==> src/rtl/demux2_stream_pkg.sv <==
// Shared constants for the 1:2 stream demultiplexer: word width, select encoding
// and the default per-port FIFO depth.
package demux_pkg;

    localparam int   DATA_W     = 16;
    localparam int   FIFO_DEPTH = 2;
    localparam int   CNT_W      = 8;

    localparam logic SEL_PORT0  = 1'b0;
    localparam logic SEL_PORT1  = 1'b1;

endpackage

==> src/rtl/demux2_stream_if.sv <==
// Bundles the input stream, both output streams and the debug counters of demux2_stream.
interface demux2_stream_if
    import demux_pkg::*;
#(
    parameter int WIDTH     = DATA_W,
    parameter int CNT_WIDTH = CNT_W
);
    logic [WIDTH-1:0]     in_data;
    logic                 in_sel;
    logic                 in_valid;
    logic                 in_ready;
    logic [WIDTH-1:0]     out0_data;
    logic                 out0_valid;
    logic                 out0_ready;
    logic [WIDTH-1:0]     out1_data;
    logic                 out1_valid;
    logic                 out1_ready;
    logic [CNT_WIDTH-1:0] cnt0;
    logic [CNT_WIDTH-1:0] cnt1;

    // master = producer/consumers around the block, slave = the demux itself
    modport master (
        output in_data, in_sel, in_valid, out0_ready, out1_ready,
        input  in_ready, out0_data, out0_valid, out1_data, out1_valid, cnt0, cnt1
    );

    modport slave (
        input  in_data, in_sel, in_valid, out0_ready, out1_ready,
        output in_ready, out0_data, out0_valid, out1_data, out1_valid, cnt0, cnt1
    );

endinterface

==> src/rtl/demux2_stream_fifo.sv <==
// Small synchronous FIFO with wrap-bit pointers; head word is shown combinationally
// from storage, so there is never a path from push_data to head_data.
module demux_fifo
    import demux_pkg::*;
#(
    parameter int WIDTH = DATA_W,
    parameter int DEPTH = FIFO_DEPTH
) (
    input  logic             clk,
    input  logic             rst_n,
    input  logic             push,
    input  logic [WIDTH-1:0] push_data,
    input  logic             pop,
    output logic [WIDTH-1:0] head_data,
    output logic             full,
    output logic             empty
);
    localparam int AW = $clog2(DEPTH);
    localparam logic [AW:0] PTR_ONE = {{AW{1'b0}}, 1'b1};

    logic [AW:0]      wr_ptr_q, wr_ptr_d;
    logic [AW:0]      rd_ptr_q, rd_ptr_d;
    logic [WIDTH-1:0] mem_q [DEPTH];
    logic [WIDTH-1:0] mem_d [DEPTH];
    logic             push_ok;
    logic             pop_ok;

    always_comb begin
        full  = (wr_ptr_q[AW] != rd_ptr_q[AW]) && (wr_ptr_q[AW-1:0] == rd_ptr_q[AW-1:0]);
        empty = (wr_ptr_q == rd_ptr_q);
        head_data = mem_q[rd_ptr_q[AW-1:0]];
    end

    // A full FIFO refuses pushes even when popped in the same cycle.
    always_comb begin
        push_ok  = push && !full;
        pop_ok   = pop && !empty;
        wr_ptr_d = wr_ptr_q;
        rd_ptr_d = rd_ptr_q;
        mem_d    = mem_q;
        if (push_ok) begin
            mem_d[wr_ptr_q[AW-1:0]] = push_data;
            wr_ptr_d = wr_ptr_q + PTR_ONE;
        end
        if (pop_ok) begin
            rd_ptr_d = rd_ptr_q + PTR_ONE;
        end
    end

    always_ff @(posedge clk or negedge rst_n) begin
        if (!rst_n) begin
            wr_ptr_q <= '0;
            rd_ptr_q <= '0;
            for (int i = 0; i < DEPTH; i++) begin
                mem_q[i] <= '0;
            end
        end else begin
            wr_ptr_q <= wr_ptr_d;
            rd_ptr_q <= rd_ptr_d;
            mem_q    <= mem_d;
        end
    end

endmodule

==> src/rtl/demux2_stream.sv <==
// 1:2 stream demultiplexer: routes each accepted word to one of two buffered
// output ports by its select bit, and counts words delivered per port.
module demux2_stream
    import demux_pkg::*;
#(
    parameter int WIDTH     = DATA_W,
    parameter int DEPTH     = FIFO_DEPTH,
    parameter int CNT_WIDTH = CNT_W
) (
    input  logic             clk,
    input  logic             rst_n,
    demux2_stream_if.slave   bus
);
    localparam logic [CNT_WIDTH-1:0] CNT_ONE = {{(CNT_WIDTH-1){1'b0}}, 1'b1};

    logic                 full0, full1;
    logic                 empty0, empty1;
    logic                 push0, push1;
    logic                 pop0, pop1;
    logic                 accept;
    logic [CNT_WIDTH-1:0] cnt0_q, cnt0_d;
    logic [CNT_WIDTH-1:0] cnt1_q, cnt1_d;

    // Readiness looks only at the selected port so one stalled consumer cannot block the other.
    always_comb begin
        bus.in_ready = rst_n && !((bus.in_sel == SEL_PORT1) ? full1 : full0);
        accept       = bus.in_valid && bus.in_ready;
        push0        = accept && (bus.in_sel == SEL_PORT0);
        push1        = accept && (bus.in_sel == SEL_PORT1);
        bus.out0_valid = !empty0;
        bus.out1_valid = !empty1;
        pop0         = bus.out0_valid && bus.out0_ready;
        pop1         = bus.out1_valid && bus.out1_ready;
    end

    demux_fifo #(.WIDTH(WIDTH), .DEPTH(DEPTH)) u_fifo0 (
        .clk       (clk),
        .rst_n     (rst_n),
        .push      (push0),
        .push_data (bus.in_data),
        .pop       (pop0),
        .head_data (bus.out0_data),
        .full      (full0),
        .empty     (empty0)
    );

    demux_fifo #(.WIDTH(WIDTH), .DEPTH(DEPTH)) u_fifo1 (
        .clk       (clk),
        .rst_n     (rst_n),
        .push      (push1),
        .push_data (bus.in_data),
        .pop       (pop1),
        .head_data (bus.out1_data),
        .full      (full1),
        .empty     (empty1)
    );

    // Delivered-word counters wrap freely; they are debug aids, not flow control.
    always_comb begin
        cnt0_d = cnt0_q;
        cnt1_d = cnt1_q;
        if (pop0) cnt0_d = cnt0_q + CNT_ONE;
        if (pop1) cnt1_d = cnt1_q + CNT_ONE;
    end

    always_ff @(posedge clk or negedge rst_n) begin
        if (!rst_n) begin
            cnt0_q <= '0;
            cnt1_q <= '0;
        end else begin
            cnt0_q <= cnt0_d;
            cnt1_q <= cnt1_d;
        end
    end

    assign bus.cnt0 = cnt0_q;
    assign bus.cnt1 = cnt1_q;

endmodule

==> src/flat_wrapper.sv <==
// flat-port wrapper written by rule: the top's interface ports become plain ports
module demux2_stream_flat import demux_pkg::*;
#(
    parameter int WIDTH     = DATA_W,
    parameter int DEPTH     = FIFO_DEPTH,
    parameter int CNT_WIDTH = CNT_W
)
  (clk, rst_n, bus_in_data, bus_in_sel, bus_in_valid, bus_out0_ready, bus_out1_ready, bus_in_ready, bus_out0_data, bus_out0_valid, bus_out1_data, bus_out1_valid, bus_cnt0, bus_cnt1);
  demux2_stream_if #(.WIDTH(WIDTH), .CNT_WIDTH(CNT_WIDTH)) bus_i ();
  input  logic clk;
  input  logic rst_n;
  input wire logic [$bits(bus_i.in_data)-1:0] bus_in_data;
  input wire logic [$bits(bus_i.in_sel)-1:0] bus_in_sel;
  input wire logic [$bits(bus_i.in_valid)-1:0] bus_in_valid;
  input wire logic [$bits(bus_i.out0_ready)-1:0] bus_out0_ready;
  input wire logic [$bits(bus_i.out1_ready)-1:0] bus_out1_ready;
  output wire logic [$bits(bus_i.in_ready)-1:0] bus_in_ready;
  output wire logic [$bits(bus_i.out0_data)-1:0] bus_out0_data;
  output wire logic [$bits(bus_i.out0_valid)-1:0] bus_out0_valid;
  output wire logic [$bits(bus_i.out1_data)-1:0] bus_out1_data;
  output wire logic [$bits(bus_i.out1_valid)-1:0] bus_out1_valid;
  output wire logic [$bits(bus_i.cnt0)-1:0] bus_cnt0;
  output wire logic [$bits(bus_i.cnt1)-1:0] bus_cnt1;
  assign bus_i.in_data = bus_in_data;
  assign bus_i.in_sel = bus_in_sel;
  assign bus_i.in_valid = bus_in_valid;
  assign bus_i.out0_ready = bus_out0_ready;
  assign bus_i.out1_ready = bus_out1_ready;
  assign bus_in_ready = bus_i.in_ready;
  assign bus_out0_data = bus_i.out0_data;
  assign bus_out0_valid = bus_i.out0_valid;
  assign bus_out1_data = bus_i.out1_data;
  assign bus_out1_valid = bus_i.out1_valid;
  assign bus_cnt0 = bus_i.cnt0;
  assign bus_cnt1 = bus_i.cnt1;
  demux2_stream #(.WIDTH(WIDTH), .DEPTH(DEPTH), .CNT_WIDTH(CNT_WIDTH)) u_core (.clk(clk), .rst_n(rst_n), .bus(bus_i));
endmodule
==> config.mk <==
export PLATFORM = sky130hd
export DESIGN_NAME = demux2_stream_flat
export DESIGN_NICKNAME = d
export VERILOG_FILES = /design/src/rtl/demux2_stream_pkg.sv /design/src/rtl/demux2_stream_if.sv /design/src/rtl/demux2_stream_fifo.sv /design/src/rtl/demux2_stream.sv /design/src/flat_wrapper.sv
export SDC_FILE = /design/constraint.sdc
export NUM_CORES = 1
export LEC_CHECK = 0
export CELL_PAD_IN_SITES_DETAIL_PLACEMENT = 0
export CELL_PAD_IN_SITES_GLOBAL_PLACEMENT = 1
export CORE_ASPECT_RATIO = 0.5
export CORE_MARGIN = 2
export CORE_UTILIZATION = 46
export CTS_BUF_LIST = sky130_fd_sc_hd__clkbuf_4 sky130_fd_sc_hd__clkbuf_8 sky130_fd_sc_hd__clkbuf_16
export DETAILED_ROUTE_END_ITERATION = 16
export MAX_ROUTING_LAYER = met4
export PLACE_DENSITY_LB_ADDON = 0.1
export SETUP_SLACK_MARGIN = 0.15
export SYNTH_ARGS = -nofsm -noshare
export SYNTH_HDL_FRONTEND = slang
export SYNTH_SLANG_ARGS = --single-unit
==> constraint.sdc <==
create_clock -name clk -period 5.72 [get_ports clk]
set_clock_uncertainty 0.1 [all_clocks]
set_input_delay 1.43 -clock clk [delete_from_list [all_inputs] [get_ports clk]]
set_output_delay 1.43 -clock clk [all_outputs]
set_load 0.01 [all_outputs]
==> run_results.csv <==
group,metric,value,unit
cts,root_buffer,"clkbuf_16",
detailed_routing,routed_wl,7900,um
detailed_routing,via_per_inst,5.07,
worst_hold_path,whs_endpoint,"u_core.bus.cnt0[7]",
synthesis,yosysSeqAreaShare,0.564,
run,cap_violations,0,
synthesis,synthCells,271,
pwr,p_per_area,632,nW/um^2
synthesis,ys_top_cells_by_area,"dfrtp_1, mux2_2, xor2_1",
worst_setup_path,critPathMaxFanout,6,
pwr,ir_worst_vdd,308,uV
cts,cts_max_path_buffers,2,
place,hpwl,5280,um
worst_setup_path,path_class,"in2out",
final_layout,antenna_cells,0,
global_routing,overflow,0,
global_routing,track_usage,0.192,
final_layout,final_cell_mix,"mux2_2, dfrtp_1, clkdlybuf4s50_1",
worst_hold_path,min_path_type,"reg2reg",
cts,cts_sinks,88,
final_layout,fin_cells,465,
pwr,power.leakage,2.14,nW
synthesis,ys.flop_type,"dfrtp_1",
synthesis,synth.top_cell.area_share,0.564,
sta,tns,0,ps
worst_setup_path,critical_path.startpoint_type,"input port",
sta,final-max-slew-violation-count,0,
synthesis,ys_warn_count,0,
worst_setup_path,cp_num_buf_inv,2,
synthesis,netlist_area,3900,um^2
worst_setup_path,crit_family,"buffers and inverters",
synthesis,synthDistinctLibCells,26,
global_routing,grt_start_max_net_pins,63,
worst_setup_path,reg2reg_to,"u_core.u_fifo1.mem_q[16]",
worst_setup_path,cp-end-kind,"primary output",
final_layout,nFillCells,638,
worst_hold_path,worstHoldPathCells,1,
global_routing,grt_pass1_wl,13400,um
worst_setup_path,reg2regPathDepth,4,
worst_setup_path,reg2reg_slack,2910,ps
cts,cts.repair.resized,0,
sta,fmaxAchievable,218,MHz
worst_setup_path,crit_path_top_delay_cell,"clkdlybuf4s50_1",
detailed_routing,drt-pass1-iter-count,4,
synthesis,synthArstFlopShare,1.00,
cts,clock_latency,330,ps
place,portBuffers,72,
final_layout,stdcell_area,5050,um^2
cts,clk_pin_slew_worst_paths,70,ps
die,die_w,134,um
place,placed_area,4730,um^2
sta,period_minus_slack,4590,ps
worst_hold_path,min_from,"u_core.bus.cnt0[7]",
sta,timing.final.crit_share,0.803,
worst_setup_path,rr_startpoint,"u_core.u_fifo1.rd_ptr_q[0]",
final_layout,drive_gt1_frac,0.320,
cts,postCtsSetupRepairBufs,0,
final_layout,fin_nets,372,
worst_setup_path,cpMostUsedCell,"clkdlybuf4s50_1",
die,core_region_area,8120,um^2
synthesis,postSynthAreaPerCell,14.4,um^2
sta,rsz0062_at_grt,"no",
detailed_routing,drcViolationCount,0,
worst_setup_path,crit_path_max_incr_delay,710,ps
run_status,status,"finished, final reports clean",
sta,hold_violations,0,
cts,cts.htree.levels,3,
sta,slew_headroom,0.273,
cts,hold_buffers,0,
final_layout,post-route-util,0.623,
die,rows,23,
place,dpl.cell_count,449,
worst_setup_path,arrival,3060,ps
die,die_h,69.1,um
die,dieArea,9280,um^2
synthesis,syn_nets,295,
synthesis,synth_edf_count,0,
die,io_pins,73,
detailed_routing,postRouteAntennaNets,0,
sta,tightest_slew,1090,ps
die,initial_utilization,0.481,
detailed_routing,vias,2356,
final_layout,syn_to_final_growth,29.5,%
synthesis,synth_seq_cells,88,
detailed_routing,drtIter0Drc,97,
cts,cts_tree,"done",
cts,cts_inserted_buffers,9,
global_routing,first_global_vias,2646,
worst_setup_path,path_cells,"clkdlybuf4s50_1, mux2i_1, and2_1, clkdlybuf4s50_1",
sta,fin_hold_ws,373,ps
detailed_routing,wl_per_cell,17.0,um
worst_setup_path,cp.required,4190,ps
global_routing,antenna_found_initial,0,
place,gp_congestion,0.756,
synthesis,synth_top_area_cell,"dfrtp_1",
sta,setup_violations,0,
==> stage by stage <==
| stage | worst slack [ps] | total power, mW |
|---|---|---|
| after floorplan | 2240 | 1.92 |
| after global routing | 1060 | 3.40 |
| after global placement | 1210 | 2.52 |
| final | 1130 | 3.19 |
| after CTS | 1120 | 3.24 |
| after detailed placement | 1130 | 2.58 |
==> kinds of logic after synthesis <==
family | share of synthesized area
muxes | 0.285
and+or+nand+nor | 0.0526
adders and majority gates | 0.00641
DFF | 0.564
xor gates and xnor gates | 0.0584
AOI/OAI and AO/OA | 0.0119
buffers and inverters | 0.0208
==> worst register-to-register path, delay by kind of cell, from the launching register on <==
family | cells | cell delay, ps
flops | 1 | 960
simple gates | 2 | 930
mux | 1 | 430
xor+xnor | 1 | 280
==> worst max path at each step <==
stage                     from            to  slack (ps)  cells past startpoint
global route        bus_in_sel  bus_in_ready        1060                      4
finish              bus_in_sel  bus_in_ready        1130                      4
floorplan           bus_in_sel  bus_in_ready        2240                      3
CTS                 bus_in_sel  bus_in_ready        1120                      4
global placement    bus_in_sel  bus_in_ready        1210                      4
detailed placement  bus_in_sel  bus_in_ready        1130                      4
==> layout make-up <==
class                           instances  area [um^2]  share of cell area
Inverter                                7         26.3             0.00520
Clock inverter                          5         80.1              0.0158
Timing Repair Buffer                   75          741               0.147
Multi-Input combinational cell        167         1620               0.320
Sequential cell                        88         2200               0.436
Clock buffer                           11          246              0.0488
Tap cell                              112          140              0.0277
==> state kept, by name, indices dropped and copies added, names as in the netlist <==
name                     count
u_core.u_fifo1.wr_ptr_q      2
u_core.bus.cnt1              8
u_core.u_fifo1.mem_q        32
u_core.u_fifo0.mem_q        32
u_core.u_fifo0.wr_ptr_q      2
u_core.bus.cnt0              8
u_core.u_fifo0.rd_ptr_q      2
u_core.u_fifo1.rd_ptr_q      2
==> Yosys cell counts (3+ instances only) <==
cell,n
inv_1,7
mux2_2,88
xor2_1,15
nand3_1,5
nand2_1,7
nor2_1,5
clkbuf_1,4
nand4_1,3
mux2_1,10
xnor2_1,11
dfrtp_1,88
nor3_1,9
==> power breakdown <==
group	internal, mW	switching (mW)	leakage (nW)
logic	0.851	0.527	0.924
clock network	0.399	0.234	0.155
registers	0.928	0.254	1.06
==> routing by layer <==
metal  part of all wire  track usage  vias up  wire length (um)
li1                   -            -     1106                 -
met1               0.46        0.241     1192              3660
met2               0.49        0.310       50              3850
met3              0.041       0.0522        8               326
met4             0.0089       0.0480        0                70
met5                  0            -        -                 0
(Power assumes the default switching activity.)
